### src/rtl/score_lives_manager.sv
// Game-state FSM with BCD score, lives and level tracking for the monkey game.
// Define SCORE_HIGH_SCORE_EN to keep a persistent high score; otherwise highScoreBCD is 0.
module score_lives_manager #(
  parameter int INIT_LIVES     = 3,
  parameter int POINTS_PER_HIT = 10,
  parameter int HITS_PER_LEVEL = 5,
  parameter int MAX_LEVEL      = 7,
  parameter int FREEZE_FRAMES  = 60
) (
  input  logic        clk,
  input  logic        resetN,
  input  logic        startOfFrame,
  input  logic        startKey,
  input  logic        SingleHitPulse,
  input  logic        deathPulse,
  output logic [15:0] scoreBCD,
  output logic [2:0]  lives,
  output logic [2:0]  level,
  output logic [1:0]  gameState,
  output logic        freeze,
  output logic        gameOver,
  output logic [15:0] highScoreBCD
);

  typedef enum logic [1:0] {
    ST_IDLE      = 2'd0,
    ST_PLAYING   = 2'd1,
    ST_DYING     = 2'd2,
    ST_GAME_OVER = 2'd3
  } state_t;

  localparam logic [3:0] PTS_UNITS  = 4'(POINTS_PER_HIT % 10);
  localparam logic [3:0] PTS_TENS   = 4'(POINTS_PER_HIT / 10);
  localparam logic [2:0] INIT_L     = 3'(INIT_LIVES);
  localparam logic [2:0] MAX_L      = 3'(MAX_LEVEL);
  localparam logic [3:0] HITS_LAST  = 4'(HITS_PER_LEVEL - 1);
  localparam logic [7:0] FREEZE_LD  = 8'(FREEZE_FRAMES);

  state_t      state_q;
  logic [15:0] score_q;
  logic [2:0]  lives_q;
  logic [2:0]  level_q;
  logic [3:0]  hits_q;
  logic [7:0]  frames_q;
  logic        key_low_q;
  logic        freeze_q;
  logic        game_over_q;
  logic [15:0] score_d;
  logic [15:0] score_sum;
  logic [4:0]  carry;
  logic        final_death;

  // Ripple decimal adder: each digit wraps past 9 and carries into the next.
  assign carry[0] = 1'b0;
  generate
    for (genvar gi = 0; gi < 4; gi++) begin : g_bcd_digit
      localparam logic [3:0] ADDEND = (gi == 0) ? PTS_UNITS : (gi == 1) ? PTS_TENS : 4'd0;
      logic [4:0] raw;
      assign raw = {1'b0, score_q[gi*4 +: 4]} + {1'b0, ADDEND} + {4'd0, carry[gi]};
      assign carry[gi+1] = (raw > 5'd9);
      assign score_sum[gi*4 +: 4] = carry[gi+1] ? 4'(raw - 5'd10) : raw[3:0];
    end
  endgenerate

  assign score_d     = carry[4] ? 16'h9999 : score_sum;
  assign final_death = (state_q == ST_PLAYING) && deathPulse && (lives_q <= 3'd1);

  always_ff @(posedge clk or negedge resetN) begin
    if (!resetN) begin
      state_q     <= ST_IDLE;
      score_q     <= '0;
      lives_q     <= '0;
      level_q     <= '0;
      hits_q      <= '0;
      frames_q    <= '0;
      key_low_q   <= 1'b0;
      freeze_q    <= 1'b0;
      game_over_q <= 1'b0;
    end else begin
      case (state_q)
        ST_IDLE: begin
          if (startKey) begin
            score_q <= '0;
            lives_q <= INIT_L;
            level_q <= 3'd1;
            hits_q  <= '0;
            state_q <= ST_PLAYING;
          end
        end
        ST_PLAYING: begin
          if (deathPulse) begin
            lives_q  <= (lives_q == 3'd0) ? 3'd0 : lives_q - 3'd1;
            frames_q <= FREEZE_LD;
            if (final_death) begin
              state_q     <= ST_GAME_OVER;
              game_over_q <= 1'b1;
              key_low_q   <= 1'b0;
            end else begin
              state_q  <= ST_DYING;
              freeze_q <= 1'b1;
            end
          end else if (SingleHitPulse) begin
            score_q <= score_d;
            if (hits_q == HITS_LAST) begin
              hits_q <= '0;
              if (level_q < MAX_L) level_q <= level_q + 3'd1;
            end else begin
              hits_q <= hits_q + 4'd1;
            end
          end
        end
        ST_DYING: begin
          if (frames_q == 8'd0) begin
            state_q  <= ST_PLAYING;
            freeze_q <= 1'b0;
          end else if (startOfFrame) begin
            frames_q <= frames_q - 8'd1;
          end
        end
        ST_GAME_OVER: begin
          // A key still held from play must be released before it can restart.
          if (key_low_q && startKey) begin
            state_q     <= ST_IDLE;
            game_over_q <= 1'b0;
          end else if (!startKey) begin
            key_low_q <= 1'b1;
          end
        end
        default: state_q <= ST_IDLE;
      endcase
    end
  end

`ifdef SCORE_HIGH_SCORE_EN
  logic [15:0] high_q;

  // Valid BCD orders the same as plain binary, so a direct compare is digit-wise.
  always_ff @(posedge clk or negedge resetN) begin
    if (!resetN) begin
      high_q <= '0;
    end else if (final_death && (score_q > high_q)) begin
      high_q <= score_q;
    end
  end

  assign highScoreBCD = high_q;
`else
  assign highScoreBCD = 16'h0000;
`endif

  assign scoreBCD  = score_q;
  assign lives     = lives_q;
  assign level     = level_q;
  assign gameState = state_q;
  assign freeze    = freeze_q;
  assign gameOver  = game_over_q;

endmodule

### config.mk
export PLATFORM = sky130hd
export DESIGN_NAME = score_lives_manager
export DESIGN_NICKNAME = d
export VERILOG_FILES = /design/src/rtl/score_lives_manager.sv
export SDC_FILE = /design/constraint.sdc
export NUM_CORES = 1
export LEC_CHECK = 0
export BUFFER_PORTS_ARGS = -buffer_cell sky130_fd_sc_hd__buf_2
export CAP_MARGIN = 25
export CORE_ASPECT_RATIO = 0.9
export CORE_MARGIN = 5
export CORE_UTILIZATION = 55
export CTS_CLUSTER_DIAMETER = 200
export CTS_CLUSTER_SIZE = 30
export DETAILED_ROUTE_END_ITERATION = 10
export PLACE_DENSITY = 0.89
export SYNTH_ARGS = -nofsm -noshare
export SYNTH_HDL_FRONTEND = slang
export SYNTH_SLANG_ARGS = --single-unit
### constraint.sdc
create_clock -name clk -period 4.73 [get_ports clk]
set_clock_uncertainty 0.15 [all_clocks]
set_input_delay 0 -clock clk [delete_from_list [all_inputs] [get_ports clk]]
set_output_delay 0 -clock clk [all_outputs]
set_load 0.01 [all_outputs]
==> results.cfg <==
[status]
outcome = finished, final reports clean

[pwr]
p_int_w = 0.000772
swShare = 0.398
power.switching_w = 0.000510
seqPwrFrac = 0.411
power.share.clock = 0.225
powerDensity_nw_per_um2 = 447
peakVddDrop_v = 0.000286
comb_power_share = 0.363
p_leak_nw = 1.28

[clock_network]
cts_root_buf = clkbuf_8
path_clk_slew_ps = 80
cts_tree = yes
cts.sinks = 39
ctsHtreeMaxLevel = 2
clock_latency_ps = 300
cts-buffers-inserted = 5
cts.path.max_buffers = 2

[layout]
final_area_sq_um = 2870
drive_gt1_frac = 0.210
final_util = 0.643
seq_area_sq_um = 976
nets = 333
multi_input_area_sq_um = 1440
antennaDiodeCount = 0
syn_to_final_growth_pct = 13.3
stdcell_count = 376
fillers = 372

[detailed_routing]
num_vias = 2108
drc_errors = 0
vias_per_cell = 5.61
ant_nets = 0
drt_wl_total_um = 5310
first_iter_violations = 116
first_pass_iters = 4
wl_per_cell_um = 14.1

[synthesis]
yosysWarnings = 0
synth_edf_count = 0
synthXorXnorAreaFrac = 0.0346
async_flop_share = 1.00
synthMuxAreaShare = 0.0168
avgSynthCellArea_sq_um = 9.08
ys.flop_type = dfrtp_1
synth_top_family_by_area = simple AND/OR/NAND/NOR gates
synthDistinctLibCells = 61
netlist.area_leader.share = 0.385
yosysTopAreaCell = dfrtp_1
yosysSeqAreaShare = 0.385
synth_area_sq_um = 2530
synth-compound-area-share = 0.201
synth_cells = 279
ys_ff_latch = 39
yosys-top-cells-area = dfrtp_1 (39%), ha_1 (6.9%), o21ai_0 (5.3%), buf_4 (4.7%), nand2_1 (4.7%)
yosys.area_share.adder = 0.0692
yosys.area_share.simple = 0.204

[global_routing]
grt_max_degree = 40
antenna_found_initial = 0
grt_pass1_vias = 2059
grt_pass1_wl_um = 9150
overflow = 0
gr-usage-all-layers = 0.194

[sta]
fin_hold_ws_ps = 38.6
max_freq_mhz = 224
worst_pin_slew_ps = 839
finalHoldViolations = 0
fin_tns_setup_ps = 0
drv_slew = 0
finalSetupViolCount = 0
period_share = 0.946
period_needed_ps = 4470
rsz0062_at_grt = false
relSlewSlack = 0.440

[critical_path]
cp.arrival_ps = 4510
cp_max_fo = 8
cp_data_required_time_ps = 4770
startpoint = scoreBCD[2]
start_kind = flop
r2r-start = scoreBCD[2]
endpoint_kind = flop
crit_type = flop to flop

[worst_hold_path]
min_path_type = primary input to flop
holdCritStartpoint = SingleHitPulse

[placement]
gp_congestion = 0.888
post-place-cells = 362
io_buffers = 31
dp_hpwl_um = 3800
dpl-instance-area_sq_um = 2650

[floorplan]
dieArea_sq_um = 6060
die_h_um = 74.4
chipWidth_um = 81.5
start_util = 0.568
fp-row-count = 23
io-pin-count = 48
core-area_sq_um = 4460

[flow_run]
maxCapViolations = 0
-- power groups by stage --
stage                     combinational, W  sequential (W)  clock (W)
after floorplan                   0.000353        0.000514          0
after global placement            0.000437        0.000525          0
after detailed placement          0.000458        0.000529          0
after CTS                         0.000463        0.000524   0.000295
after global routing              0.000534        0.000544   0.000310
final                             0.000466        0.000528   0.000289
-- path summary, 6_finish.rpt --
| path | end | slack, ps | depth (start not counted) |
|---|---|---|---|
| setup reg to reg | scoreBCD[7] | 260 | 18 |
| hold / removal | scoreBCD[15] | 40 | 4 |
| max in group asynchronous | hits_q[0] | 3710 | 2 |
| min in group asynchronous | scoreBCD[2] | 180 | 2 |
| setup / recovery | scoreBCD[7] | 260 | 18 |
| hold reg to reg | scoreBCD[12] | 350 | 2 |
-- cells in the final DEF, fill, tap and decap left out, types with 5 or more instances in the layout --
| master | Yosys | final |
|---|---|---|
| a21oi_1 | 14 | 14 |
| inv_1 | 14 | 14 |
| buf_2 | 5 | 31 |
| nor3_1 | 5 | 5 |
| nor2_1 | 11 | 10 |
| clkbuf_8 | 0 | 6 |
| conb_1 | 1 | 16 |
| ha_1 | 14 | 11 |
| nand2_1 | 32 | 31 |
| xnor2_1 | 6 | 6 |
| dfrtp_1 | 39 | 39 |
| nand3_1 | 11 | 11 |
| o21ai_0 | 27 | 26 |
| nand2b_1 | 6 | 6 |
-- cell type report --
type	count	share of cell area
multi-input combinational	216	0.500
timing repair buffer	37	0.0732
inverter	14	0.0183
sequential	39	0.340
clock buffer	6	0.0288
clock inverter	2	0.0122
tap	62	0.0270
-- routing by layer --
layer / up-vias / GRT usage / wire [um]
li1: 1027 / - / -
met1: 1017 / 0.236 / 2270
met5: - / 0 / 0
met3: 9 / 0.0424 / 290
met4: 0 / 0.0750 / 99
met2: 55 / 0.337 / 2650
-- stage by stage --
stage	total power, W	worst slack (ps)
after floorplan	0.000867	493
final	0.00128	257
after global routing	0.00139	51.3
after detailed placement	0.000987	-19.2
after global placement	0.000962	263
after CTS	0.00128	5.05
-- cells by family (layout without fill, tap and decap cells) --
family | after synthesis | count (layout)
simple gates | 95 | 95
other cells | 1 | 16
compound gates | 77 | 77
fa+ha+maj | 14 | 14
flops | 39 | 39
xor+xnor | 10 | 10
buf+inv | 39 | 59
mux | 4 | 4
-- synth_stat cells, types with 4 or more instances --
| library cell | instances |
|---|---|
| buf_2 | 5 |
| nand3_1 | 11 |
| a21oi_1 | 14 |
| xnor2_1 | 6 |
| a21o_1 | 4 |
| nand2_1 | 32 |
| nand2b_1 | 6 |
| dfrtp_1 | 39 |
| a31oi_1 | 4 |
| xor2_1 | 4 |
| nor2_1 | 11 |
| inv_1 | 14 |
| buf_4 | 16 |
| nor3_1 | 5 |
| o21ai_1 | 4 |
| o21ai_0 | 27 |
| ha_1 | 14 |
| nor2b_1 | 4 |
-- sequential cells by signal, summed over array words and instances (netlist names), 2 cells and up --
signal / count
scoreBCD: 16
frames_q: 8
hits_q: 4
level: 3
lives: 3
gameState: 2
-- worst max-delay path: stages (launching register included) --
cell and delay [ps]:
dfrtp_1 410, o21ai_2 200, ha_1 210, inv_1 60, ha_2 220, nand2b_1 180
mux2i_2 210, nor2_2 90, ha_1 230, ha_2 400, o21ai_0 90, or2_2 320
a21oi_4 170, ha_1 220, ha_2 290, o21a_1 220, o22ai_4 250, o311ai_0 190
a22o_1 240
-- what timing repair did --
| item | in CTS | in global routing |
|---|---|---|
| endpoints found under the hold margin | 47 | 0 |
| buffers inserted | 0 | 2 |
| setup endpoints to repair | 2 | 15 |
| pin swaps | 0 | 1 |
| hold buffers | 4 | 0 |
| gates resized for setup | 1 | 11 |
No activity file was read; power rests on OpenSTA's default activity.
